### src/rtl/four_bit_ripple_counter.sv
// Free-running WIDTH-bit up-counter with async active-low clear and terminal-count decode.
// Define FOUR_BIT_RIPPLE_COUNTER_RIPPLE_EN for a toggle-flop ripple chain; default is a synchronous register.
module four_bit_ripple_counter #(
  parameter int unsigned WIDTH = 4
) (
  input  logic             clk,
  input  logic             RSTn,
  output logic [WIDTH-1:0] out,
  output logic             tc
);

  logic [WIDTH-1:0] r_q;

`ifdef FOUR_BIT_RIPPLE_COUNTER_RIPPLE_EN
  logic [WIDTH-1:0] w_stage_clk;

  // Stage i advances when stage i-1 falls 1->0, i.e. on the rising edge of its inverted Q.
  assign w_stage_clk[0] = clk;
  for (genvar gi = 1; gi < WIDTH; gi++) begin : g_stage_clk
    assign w_stage_clk[gi] = ~r_q[gi-1];
  end

  for (genvar gi = 0; gi < WIDTH; gi++) begin : g_tff
    always_ff @(posedge w_stage_clk[gi] or negedge RSTn) begin
      if (!RSTn) begin
        r_q[gi] <= 1'b0;
      end else begin
        r_q[gi] <= ~r_q[gi];
      end
    end
  end
`else
  always_ff @(posedge clk or negedge RSTn) begin
    if (!RSTn) begin
      r_q <= '0;
    end else begin
      r_q <= r_q + 1'b1;
    end
  end
`endif

  assign out = r_q;
  assign tc  = &r_q;

endmodule

### config.mk
export PLATFORM = sky130hd
export DESIGN_NAME = four_bit_ripple_counter
export DESIGN_NICKNAME = d
export VERILOG_FILES = /design/src/rtl/four_bit_ripple_counter.sv
export SDC_FILE = /design/constraint.sdc
export NUM_CORES = 1
export LEC_CHECK = 0
export BUFFER_PORTS_ARGS = -buffer_cell sky130_fd_sc_hd__buf_4
export CORE_AREA = 2 2 39 41
export DETAILED_ROUTE_END_ITERATION = 8
export DIE_AREA = 0 0 41 43
export PLACE_DENSITY_LB_ADDON = 0.1
export SYNTH_ARGS = -nofsm -noshare
export SYNTH_HDL_FRONTEND = slang
export SYNTH_SLANG_ARGS = --single-unit
### constraint.sdc
create_clock -name clk -period 2.65 [get_ports clk]
set_input_delay 0.1325 -clock clk [delete_from_list [all_inputs] [get_ports clk]]
set_output_delay 0.1325 -clock clk [all_outputs]
set_load 0.02 [all_outputs]
==> out/metrics.cfg, run 1 <==
[status]
outcome=complete, no violations

[synthesis]
synthMuxAreaShare_pct=0
synth_compound_area_share_pct=0
synthAdderAreaFrac_pct=8.547
synthSimpleGateAreaFrac_pct=8.547
ys.flop_type=dfrtp_1
synth.ff_latch_count=4
yosysSeqAreaShare_pct=68.38
synth_edf_count=0
synthDistinctLibCells=7
yosys.area.top_type=dfrtp_1
synth_top_family_by_area=XOR/XNOR gates
async_flop_share_pct=100.0
syn_nets=13
synth.area.top_cells=dfrtp_1, ha_1, xnor2_1, xor2_1, and3_2
synth_xor_area_share_pct=11.97
yosysMostFrequentCell=dfrtp_1
synth_top_area_share_pct=68.38
yosysWarnings=0
syn_area_per_cell_sq_um=14.64
syn_inst=10
netlist_area_sq_um=146.4

[place]
io_buffers=6
place_area_sq_um=211.5
dp_slack_ps=1525
routabilityCongestion=0.6286

[cells_and_area]
areaGrowthSynthToFinish_pct=66.67
drive_above_1_share_pct=50.00
multi_input_area_sq_um=42.54
stdcell_area_sq_um=244.0
largest_reg_flops=4
diodes=0
fin_nets=25
fillers=151
regArea_sq_um=100.1

[global_routing]
grt_pass1_vias=91
grt_max_degree=5
antenna_found_initial=0
grt_pass1_wl_um=400
grt_util_all_layers_pct=4.733
grt.overflow.total=0

[worst_setup_path]
worstRegToRegCells=2
slowest_stage=dfrtp_1
crit_path_max_fanout=4
cp.arrival_ps=1230
worst_setup_path_end_kind=primary output
start_kind=register
worstPathRequired_ps=2520
cp.depth=3
criticalPathCategory=reg2out
r2r-end=out[2]
slowest_delay_ps=400
r2r_start=out[0]
ff2ff_setup_slack_ps=1750
path_delay_family=flip-flops
crit_buf_inv=1
crit_chain=ha_1 -> and3_2 -> buf_4

[power_and_ir_drop]
peakVddDrop_mv=0.2670
power.leakage_nw=0.1351
p_total_mw=0.1383
powerDensity_nw_per_um2=567.0

[floorplan]
die_w_um=41
io-pin-count=7
start_util_pct=10.58
dieHeight_um=43
core_sq_um=1384
rows=14
dieArea_sq_um=1763

[timing]
final-setup-viol-count=0
whs_ps=232.2
maxSlewViolCount=0
fin_ws_ps=1288
fin_crit_sh_pct=51.40
worst_pin_slew_ps=140.9
final_hold_viol_count=0
skew_ps=4.609
tns_ps=0
rsz0062_at_grt=false
clock.fmax_mhz=734.2
max_slew_margin_pct=90.61
finalCriticalPeriod_ps=1362

[clock_network]
cts_buffers=3
ctsHtreeMaxLevel=1
clk_latency_ps=230
clk_path_buf_depth=2
cts_tree=yes
clkSinkCount=4
cts-root-buf=clkbuf_4
path_clk_slew_ps=40
post_cts_buffers=0

[routing]
drtIter0Drc=3
antenna_left=0
vias_per_cell=3.083
first_pass_iters=4
detail_route.wl_per_cell_um=7.750
num_vias=111
drc=0
routed_wl_um=279

[run]
maxCapViolations=0

[hold_path]
hp-class=in2async

## cell families after synthesis
kind of cell,Yosys count
DFF,4
buffers and inverters,1
adders and majority gates,1
xor gates and xnor gates,2
and+or+nand+nor,2
## what timing repair did
action | 4_1_cts | 5_1_grt
setup endpoints to repair | 0 | 0
hold endpoints to repair | 4 | 0
resized for setup | 0 | 0
hold buffers | 1 | 0
## power breakdown
| part | switching, mW | internal, mW | leakage [nW] |
|---|---|---|---|
| registers | 0 | 0.0614 | 0.0518 |
| logic | 0.00138 | 0.00193 | 0.0695 |
| clock network | 0.0231 | 0.0505 | 0.0138 |
## layer usage
layer  routed length [um]  global-route usage [%]  vias up
li1                     -                       -       55
met2                   92                   2.813        6
met3                   49                   9.424        2
met4                    7                   4.000        0
met5                    0                       0        -
met1                  130                   4.545       48
## area by class of cell
cell class                 instances  share of cell area, %
clock buffer                       3                  9.231
inverter                           1                  1.538
multi-input combinational          5                  17.44
sequential                         4                  41.03
tap                               16                  8.205
timing repair buffer               7                  22.56
## how the worst max path moves through the flow
stage / from / to / slack, ps
2_1_floorplan: out[0] / tc / 1560
3_3_place_gp: out[0] / tc / 1530
3_5_place_dp: out[0] / tc / 1520
4_1_cts: out[0] / tc / 1270
5_1_grt: out[0] / tc / 1240
6_report: out[0] / tc / 1290
## layout by cell type (no fill, tap or decap)
cell type	instances
and3_2	1
clkbuf_4	3
dfrtp_1	4
buf_4	6
ha_1	1
nand3_1	1
inv_1	1
dlygate4sd3_1	1
xnor2_1	1
xor2_1	1
## stage by stage
step | std cells | utilization [%]
2_1_floorplan | 10 | -
3_3_place_gp | 32 | 15.28
3_5_place_dp | 32 | 15.28
4_1_cts | 36 | 17.63
5_1_grt | 36 | 17.63
6_report | 36 | 17.63
Note: power is estimated with default switching activity, not from simulation.
==> inputs of run 2 (changes only) <==
==> constraint.sdc (replaced) <==
create_clock -name clk -period 1.3 [get_ports clk]
set_input_delay 0.065 -clock clk [delete_from_list [all_inputs] [get_ports clk]]
set_output_delay 0.065 -clock clk [all_outputs]
set_load 0.02 [all_outputs]
==> out/metrics.cfg, run 2 (synthesis results as in run 1) <==
[timing]
worst_pin_slew_ps=139.4  ; was 140.9 ps
final-setup-viol-count=0  ; unchanged
finalCriticalPeriod_ps=1242
clock.fmax_mhz=805.2
max_slew_margin_pct=90.71  ; was 90.61%
skew_ps=6.400  ; was 4.609 ps
final_hold_viol_count=0  ; unchanged
maxSlewViolCount=0  ; unchanged
tns_ps=0  ; unchanged
fin_crit_sh_pct=95.53
rsz0062_at_grt=false  ; unchanged
fin_ws_ps=58.11  ; was 1288 ps

[worst_setup_path]
slowest_delay_ps=370  ; was 400 ps
worst_setup_path_end_kind=primary output  ; unchanged
cp.arrival_ps=1180  ; was 1230 ps
ff2ff_setup_slack_ps=460  ; was 1750 ps
crit_buf_inv=1  ; unchanged
crit_chain=ha_1 -> and3_2 -> buf_4  ; unchanged
start_kind=register  ; unchanged
worstPathRequired_ps=1240  ; was 2520 ps
slowest_stage=dfrtp_1  ; unchanged
crit_path_max_fanout=2  ; was 4
r2r-end=out[2]  ; unchanged
criticalPathCategory=reg2out  ; unchanged
path_delay_family=flip-flops  ; unchanged
r2r_start=out[0]  ; unchanged
worstRegToRegCells=2  ; unchanged

[routing]
num_vias=110  ; was 111
drtIter0Drc=3  ; unchanged
antenna_left=0  ; unchanged
drc=0  ; unchanged
routed_wl_um=323  ; was 279 um
detail_route.wl_per_cell_um=8.730  ; was 7.750 um
vias_per_cell=2.973  ; was 3.083
first_pass_iters=2  ; was 4

[status]
outcome=complete, no violations  ; unchanged

[clock_network]
clkSinkCount=4  ; unchanged
clk_latency_ps=230  ; about the same
clk_path_buf_depth=2  ; unchanged
cts-root-buf=clkbuf_4  ; unchanged
cts_tree=yes  ; unchanged
cts_buffers=3  ; unchanged
path_clk_slew_ps=40  ; about the same
ctsHtreeMaxLevel=1  ; unchanged

[power_and_ir_drop]
p_total_mw=0.2846  ; was 0.1383 mW
peakVddDrop_mv=0.4813  ; was 0.2670 mV
power.leakage_nw=0.1393  ; was 0.1351 nW
powerDensity_nw_per_um2=1132  ; was 567.0 nW/um^2

[cells_and_area]
regArea_sq_um=100.1  ; unchanged
largest_reg_flops=4  ; unchanged
stdcell_count=37  ; was 36
diodes=0  ; unchanged
areaGrowthSynthToFinish_pct=71.80  ; was 66.67%
fin_nets=26  ; was 25
drive_above_1_share_pct=52.38  ; was 50.00%
stdcell_area_sq_um=251.5  ; was 244.0 sq um
multi_input_area_sq_um=42.54  ; unchanged
layout.cells.most_common=buf_4  ; unchanged
final_cell_mix=buf_4, dfrtp_1, clkbuf_4  ; unchanged
fillers=154  ; was 151

[floorplan]
core_sq_um=1384  ; unchanged
start_util_pct=10.58  ; unchanged
io-pin-count=7  ; unchanged
dieArea_sq_um=1763  ; unchanged
die_w_um=41  ; unchanged
rows=14  ; unchanged
dieHeight_um=43  ; unchanged

[place]
dp_slack_ps=250.2  ; was 1525 ps
place_inst=32  ; unchanged
place_area_sq_um=211.5  ; unchanged
routabilityCongestion=0.6149  ; was 0.6286
io_buffers=6  ; unchanged
hpwl_um=234.9

[global_routing]
grt_max_degree=5  ; unchanged
grt_pass1_vias=121  ; was 91
grt_util_all_layers_pct=4.930  ; was 4.733%
grt_pass1_wl_um=469  ; was 400 um
antenna_found_initial=0  ; unchanged
grt.overflow.total=0  ; unchanged

[run]
maxCapViolations=0  ; unchanged

[hold_path]
hp-class=in2async  ; unchanged

==> run 2: changes by cell type in the layout (fill, tap and decap cells not counted) <==
cell   before  now
buf_4       6    7
==> run 2: how the worst max path moves through the flow <==
stage                     startpoint  end  cells after the start
after floorplan               out[0]   tc                      2
after global placement        out[0]   tc                      3
after detailed placement      out[0]   tc                      3
after CTS                     out[0]   tc                      3
after global routing          out[0]   tc                      3
final                         out[0]   tc                      3
==> run 2: final cells by class <==
type	instances	area share [%]
Clock buffer	3	8.955
Sequential cell	4	39.80
Tap cell	16	7.960
Timing Repair Buffer	8	24.88
Multi-Input combinational cell	5	16.92
Inverter	1	1.493
==> run 2: routing by layer <==
layer	track usage [%]	wire (um)	share of wire, %	vias up
met4	0	0	0	0
met1	4.207	141	44	46
met2	5.625	133	41	6
met3	9.424	47	15	0
met5	0	0	0	-
li1	-	-	-	58
==> run 2: stage by stage <==
stage / hold slack [ps] / util (%)
3_3_place_gp: -132.7 / 15.28
3_5_place_dp: -133.0 / 15.28
5_1_grt: 168.4 / 18.17
2_1_floorplan: -230.6 / -
6_report: 165.1 / 18.17
4_1_cts: 160.6 / 18.17
==> run 2: worst reg2reg max path, delay by kind of cell (launching register included) <==
family / cells / cell delay [ps]
XOR/XNOR: 1 / 140
adder cells (fa/ha/maj): 1 / 220
flip-flops: 1 / 370
==> run 2: report_power, final <==
group	switching, mW	total, mW	internal, mW
combinational	0.00289	0.00683	0.00394
clock	0.0494	0.153	0.103
sequential	0	0.125	0.125
==> run 2: what timing repair did <==
action / CTS / global route
resized for setup: 0 / 0
hold buffers: 1 / 0
endpoints found under the setup margin: 1 / 0
buffers inserted: 1 / 0
endpoints found under the hold margin: 4 / 0
